[src/rtl/video_pkg.sv]
// Shared video types and constants for the compositor slice.
// Layer words carry RGB in [24:1] and an opaque flag in [0].
package video_pkg;

  localparam int LAYER_W    = 25;
  localparam int RGB_W      = 24;
  localparam int OPAQUE_BIT = 0;

  localparam int H_ACTIVE_DEF      = 1920;
  localparam int V_ACTIVE_DEF      = 1080;
  localparam int SCORE_PER_HIT_DEF = 10;

  localparam logic [1:0] ST_BLANK  = 2'd0;
  localparam logic [1:0] ST_ACTIVE = 2'd1;
  localparam logic [1:0] ST_REPORT = 2'd2;

  typedef struct packed {
    logic [LAYER_W-1:0] player;
    logic [LAYER_W-1:0] bullet;
    logic [LAYER_W-1:0] enemy;
    logic [RGB_W-1:0]   bg;
    logic               active;
  } s1_t;

  function automatic logic opaque(input logic [LAYER_W-1:0] l);
    return l[OPAQUE_BIT];
  endfunction

  function automatic logic [RGB_W-1:0] rgb(input logic [LAYER_W-1:0] l);
    return l[LAYER_W-1:1];
  endfunction

endpackage

[src/rtl/frame_stats.sv]
// Per-frame hit accounting: BLANK/ACTIVE/REPORT on registered calc.
// Reports hit count, player collision pulse and saturating score.
module frame_stats
  import video_pkg::*;
#(
  parameter int SCORE_PER_HIT = SCORE_PER_HIT_DEF
) (
  input  logic        clock,
  input  logic        reset,
  input  logic        calc,
  input  logic        hit,
  input  logic        overlap_p,
  output logic        player_hit,
  output logic [7:0]  frame_hits,
  output logic [15:0] score
);

  logic [1:0]  state;
  logic        calc_q;
  logic [7:0]  hit_acc;
  logic        p_flag;
  logic [23:0] sum;
  logic        calc_rise;
  logic        calc_fall;

  assign calc_rise = calc & ~calc_q;
  assign calc_fall = ~calc & calc_q;

  // hit_acc <= 255 keeps the step at 2550, so 24 bits never wrap
  assign sum = {8'd0, score}
             + 24'(hit_acc) * 24'(SCORE_PER_HIT);

  always_ff @(posedge clock) begin
    if (!reset) begin
      state      <= ST_BLANK;
      calc_q     <= 1'b0;
      hit_acc    <= '0;
      p_flag     <= 1'b0;
      player_hit <= 1'b0;
      frame_hits <= '0;
      score      <= '0;
    end else begin
      calc_q     <= calc;
      player_hit <= 1'b0;
      unique case (state)
        ST_BLANK: begin
          if (calc_fall) begin
            state   <= ST_ACTIVE;
            hit_acc <= '0;
            p_flag  <= 1'b0;
          end
        end
        ST_ACTIVE: begin
          if (hit && hit_acc != 8'hFF)
            hit_acc <= hit_acc + 8'd1;
          p_flag <= p_flag | overlap_p;
          if (calc_rise)
            state <= ST_REPORT;
        end
        ST_REPORT: begin
          frame_hits <= hit_acc;
          player_hit <= p_flag;
          score      <= (|sum[23:16]) ? 16'hFFFF
                                      : sum[15:0];
          state      <= ST_BLANK;
        end
        default: state <= ST_BLANK;
      endcase
    end
  end

endmodule

[src/rtl/frame_compositor.sv]
// Two-stage layer compositor with hit detection and blanking window.
// Frame statistics live in frame_stats.
module frame_compositor
  import video_pkg::*;
#(
  parameter int H_ACTIVE      = H_ACTIVE_DEF,
  parameter int V_ACTIVE      = V_ACTIVE_DEF,
  parameter int SCORE_PER_HIT = SCORE_PER_HIT_DEF
) (
  input  logic               clock,
  input  logic               reset,
  input  logic [11:0]        display_col,
  input  logic [10:0]        display_row,
  input  logic [RGB_W-1:0]   background_color,
  input  logic [LAYER_W-1:0] player_color,
  input  logic [LAYER_W-1:0] bullet_color,
  input  logic [LAYER_W-1:0] enemy_color,
  output logic [RGB_W-1:0]   pixel_color,
  output logic               pixel_valid,
  output logic               hit,
  output logic               calc,
  output logic               player_hit,
  output logic [7:0]         frame_hits,
  output logic [15:0]        score
);

  localparam logic [11:0] H_LIM = 12'(H_ACTIVE);
  localparam logic [10:0] V_LIM = 11'(V_ACTIVE);

  s1_t              s1_q;
  logic             active;
  logic [RGB_W-1:0] color_d;
  logic             overlap_p;

  assign active = (display_col < H_LIM)
                & (display_row < V_LIM);

  always_ff @(posedge clock) begin
    if (!reset) begin
      s1_q <= '0;
    end else begin
      s1_q <= '{player: player_color,
                bullet: bullet_color,
                enemy:  enemy_color,
                bg:     background_color,
                active: active};
    end
  end

  always_comb begin
    color_d = s1_q.bg;
    if (opaque(s1_q.player))
      color_d = rgb(s1_q.player);
    else if (opaque(s1_q.bullet))
      color_d = rgb(s1_q.bullet);
    else if (opaque(s1_q.enemy))
      color_d = rgb(s1_q.enemy);
  end

  assign overlap_p = s1_q.active
                   & opaque(s1_q.player)
                   & opaque(s1_q.enemy);

  always_ff @(posedge clock) begin
    if (!reset) begin
      pixel_color <= '0;
      pixel_valid <= 1'b0;
      hit         <= 1'b0;
      calc        <= 1'b0;
    end else begin
      pixel_color <= s1_q.active ? color_d : '0;
      pixel_valid <= s1_q.active;
      hit         <= s1_q.active
                   & opaque(s1_q.bullet)
                   & opaque(s1_q.enemy);
      calc        <= display_row >= V_LIM;
    end
  end

  frame_stats #(
    .SCORE_PER_HIT(SCORE_PER_HIT)
  ) u_stats (
    .clock      (clock),
    .reset      (reset),
    .calc       (calc),
    .hit        (hit),
    .overlap_p  (overlap_p),
    .player_hit (player_hit),
    .frame_hits (frame_hits),
    .score      (score)
  );

endmodule

[config.mk]
export PLATFORM = sky130hd
export DESIGN_NAME = frame_compositor
export DESIGN_NICKNAME = d
export VERILOG_FILES = /design/src/rtl/video_pkg.sv /design/src/rtl/frame_stats.sv /design/src/rtl/frame_compositor.sv
export SDC_FILE = /design/constraint.sdc
export NUM_CORES = 1
export LEC_CHECK = 0
export BUFFER_PORTS_ARGS = -buffer_cell sky130_fd_sc_hd__buf_2
export CAP_MARGIN = 15
export CORE_MARGIN = 4
export CORE_UTILIZATION = 35
export DETAILED_ROUTE_END_ITERATION = 8
export HOLD_SLACK_MARGIN = 0.15
export SLEW_MARGIN = 40
export SYNTH_ARGS = -nofsm -noshare
export SYNTH_HDL_FRONTEND = slang
export SYNTH_SLANG_ARGS = --single-unit
[constraint.sdc]
create_clock -name clock -period 3.6 [get_ports clock]
set_input_delay 0.54 -clock clock [delete_from_list [all_inputs] [get_ports clock]]
set_output_delay 0.54 -clock clock [all_outputs]
set_load 0.01 [all_outputs]
==> results.md <==
Run status:
- The flow ran to the end, and the final reports show no timing, DRC or antenna violations.

Timing:
- In this run the tightest slew margin relative to its limit is 45.0%.
- The share of the cycle needed by the critical path after routing is 93.8%.
- Hold is met by 0.283 ns.
- Adding up every negative setup slack in the final design gives 0 ns.
- Setup violations remaining at the end of the flow were counted as 0.
- The slew at the pin closest to its max-slew limit is 0.825 ns.
- Setup repair after global routing left no endpoint under its margin.
- The max-slew violation total from the final report came to 0.
- The final clock skew is 0.00928 ns.
- Subtracting the final worst setup slack from the clock period gives 3.38 ns.
- The hold violation total from the final report is 0.
- The highest achievable clock rate is 296 MHz.

Critical path:
- Traced cell by cell, the critical path runs through ha_1, ha_1, a21o_1, a21oi_2, nor2b_1, o21a_1, o21a_1, nor2_1, ha_2, a21oi_2, o21bai_1, a211oi_2, a21oi_2, nor2_2, buf_4, a221oi_2.
- The largest single stage delay on the critical path is 0.34 ns.
- Grouping stages by cell kind, the critical path spends the most delay in compound AO/OA/AOI/OAI gates.
- The most critical setup path has its startpoint at u_stats.hit_acc[2]$_SDFFE_PN0P_.
- The standard cell with the maximum stage delay on the critical path is sky130_fd_sc_hd__ha_1.
- The startpoint of the lowest-slack register-to-register path is u_stats.hit_acc[2]$_SDFFE_PN0P_.
- The critical path buffer and inverter count is 1.
- The largest driver fanout on the critical path is 6.
- The type of the worst setup path is flip-flop to flip-flop.
- The startpoint class of the critical path is a flip-flop.
- The most repeated library cell on the critical path is sky130_fd_sc_hd__a21oi_2.
- At the worst endpoint, the arrival time is 3.64 ns.
- The depth of the worst register-to-register path is 16.
- The kind of end point of the critical path is a flip-flop.
- Data on the critical path is required at its endpoint by 3.86 ns.
- The critical path runs through a total of 16 cells.

Synth:
- The area share of the largest cell type after synthesis is 52.3%.
- The number of synthesized register bits is 164.
- After synthesis, the most frequently instantiated cells are 164 x sky130_fd_sc_hd__dfxtp_1, 101 x sky130_fd_sc_hd__and2_1, 96 x sky130_fd_sc_hd__nor2_1.
- The cell with the most instances after synthesis is sky130_fd_sc_hd__dfxtp_1.
- In the synthesized netlist the async set-or-reset flop fraction comes to 0%.
- The cell taking the most area after synthesis is sky130_fd_sc_hd__dfxtp_1.
- Among all flip-flop cells after synthesis, the most frequent one is sky130_fd_sc_hd__dfxtp_1.
- The count of flip-flops with a built-in enable after synthesis is 0.
- The cell area after technology mapping is 6280 µm².
- The total number of yosys warnings is 0.
- The count of distinct cell types in the synthesized netlist is 50.
- The average instance in the mapped netlist occupies 9.41 µm².
- Sorting the synthesized cells by area gives the leading types as sky130_fd_sc_hd__dfxtp_1 52%, sky130_fd_sc_hd__and2_1 10%, sky130_fd_sc_hd__a21oi_1 6.3%.
- The cell count after synthesis is 667.
- The number of nets handed over by synthesis was 817.
- The sequential fraction of the synthesis area is 52.3%.

Routing:
- The count of unresolved DRC violations after routing is 0.
- The average wire per standard cell is 14.4 µm.
- The iteration-0 DRC count of the detailed router is 214.
- The length of the first detailed-routing pass in iterations is 4.
- After detailed routing, the total wire length is 15,500 µm.
- The detail route stage leaves a number of antenna-violating nets equal to 0.
- The total via count in the routed design is 4,979.
- The via density per instance is 4.63.

Power:
- IR analysis of the VDD net gives a maximum drop of 0.000331 V.
- The sum of internal, switching and leakage power is 3.93 mW.
- The power density normalized to cell area is 489 nW/µm².
- Summed over all cells, the static leakage comes to 3.69 nW.

Global routing:
- In the global route stage, overall resource usage came out at 15.4%.
- Summed over all layers, the global routing overflow is 0.
- The first global-routing pass estimated 24,400 µm of wire.
- The number of antenna violations at the first check in global routing is 3.
- The pin count of the biggest net entering global routing is 99.
- The number of global-route vias before repair is 4,814.

Die:
- Measured along the y axis, the die boundary spans 142 µm.
- The core footprint is 17,400 µm².
- Once the floorplan was initialized, standard cells occupied 36.1% of the core.
- The I/O pin total is 176.
- The floorplan has 48 rows.
- From left edge to right edge, the die measures 142 µm.
- The total die area is 20,100 µm².

Finish:
- From synthesis to final layout, the design area changed by 28.0%.
- Cells with a size suffix above 1 make up 28.0% of the layout.
- The multi-input combinational cells in the finished layout cover a total of 2870 µm².
- The fill cell instance count of the final layout is 1,693.
- The final layout contains 987 nets.
- The area taken by flip-flops and latches is 3290 µm².

CTS:
- TritonCTS created 17 clock buffers.
- Clock tree synthesis selected as its root buffer the cell sky130_fd_sc_hd__clkbuf_16.
- The clock-pin slew of the registers on the worst-case setup and hold paths is 0.07 ns.
- The source-to-sink clock delay at the later pin of the worst-skew pair is 0.42 ns.
- The TritonCTS clock tree is built.
- The number of sinks driven by the clock tree is 164.
- The number of hold buffers added after CTS is 0.
- The H-tree generated during clock tree synthesis spans 4 levels.
- The maximum buffer depth of the clock tree is 2.

Worst hold path:
- The worst hold path startpoint is display_col[11].
- The tightest min-delay check is of the primary input to flip-flop type.
- The worst hold path was traced through 2 stages.

Placed design:
- The HPWL after detailed placement is 10,900 µm.
- The quantity of I/O buffers inserted on ports is 165.
- The placer congestion estimate is 0.838.

Job:
- Across the run, the number of max-cap violations was 0.
[metal layers]
layer  track usage [%]  part of all wire, %  vias up
met5                 0                 0.17        -
met4              5.10                  1.6        4
met3              4.97                  6.5       20
met2              23.5                   44      135
met1              20.6                   48     2252
li1                  -                    -     2568
[final timing paths]
kind,to,slack (ns)
hold / removal,s1_q[0]$_SDFF_PN0_,0.28
setup reg to reg,u_stats.score[2]$_SDFFE_PN0N_,0.22
hold reg to reg,pixel_color[22]$_SDFF_PN0_,0.45
setup / recovery,u_stats.score[2]$_SDFFE_PN0N_,0.22
[cells by family after synthesis]
group	share of synthesized area, %
fa+ha+maj	5.42
xor+xnor	2.09
mux	4.16
buf+inv	2.57
flops	52.3
simple gates	21.9
compound gates	11.6
[flip-flops by register name (all words and copies together), names as in the netlist]
signal	count
u_stats.score	16
u_stats.p_flag	1
calc	1
u_stats.frame_hits	8
pixel_color	24
u_stats.state	2
u_stats.player_hit	1
pixel_valid	1
hit	1
s1_q	100
u_stats.calc_q	1
u_stats.hit_acc	8
[per-stage QoR]
stage | worst slack, ns | instances | utilization [%] | cell area [µm²]
2_1_floorplan | 0.288 | 667 | - | 6280
3_3_place_gp | 0.159 | 1041 | 42.4 | 7390
3_5_place_dp | 0.0552 | 1041 | 42.5 | 7400
4_1_cts | 0.0468 | 1072 | 45.9 | 7990
5_1_grt | 0.0198 | 1075 | 46.2 | 8040
6_report | 0.223 | 1075 | 46.2 | 8040
[cells in the final DEF, fill, tap and decap left out, drive strengths merged, types with 2 or more instances in the layout]
cell	count
clkinv	2
buf	184
inv	18
nand3b	4
nand4	3
fa	2
clkbuf	19
nand2b	5
ha	24
a211oi	3
mux2i	25
xnor2	6
o21a	3
a21o	3
a21oi	79
and2	101
nor2	97
and3	6
a31oi	2
dfxtp	164
nor4	2
nand2	27
o21ai	23
nor2b	3
nor3	5
nand3	9
o21bai	3
and4	2
xor2	9
[repair_timing]
item | 4_1_cts | 5_1_grt
gates resized for setup | 0 | 11
buffers inserted | 0 | 2
endpoints found under the setup margin | 0 | 14
[layout make-up]
cell class,count,area share (%)
antenna,1,0.0311
clock buffer,19,5.63
clock inverter,12,1.70
inverter,9,0.420
multi-input combinational,461,35.7
sequential,164,40.9
tap,225,3.50
timing repair buffer,184,12.1
[power by group]
part	total (mW)	switching (mW)	internal, mW
Sequential	1.92	0.0415	1.88
Clock	1.81	0.790	1.02
Combinational	0.208	0.0963	0.112
Total	3.93	0.928	3.01
Power figures use the tool's default switching activity.
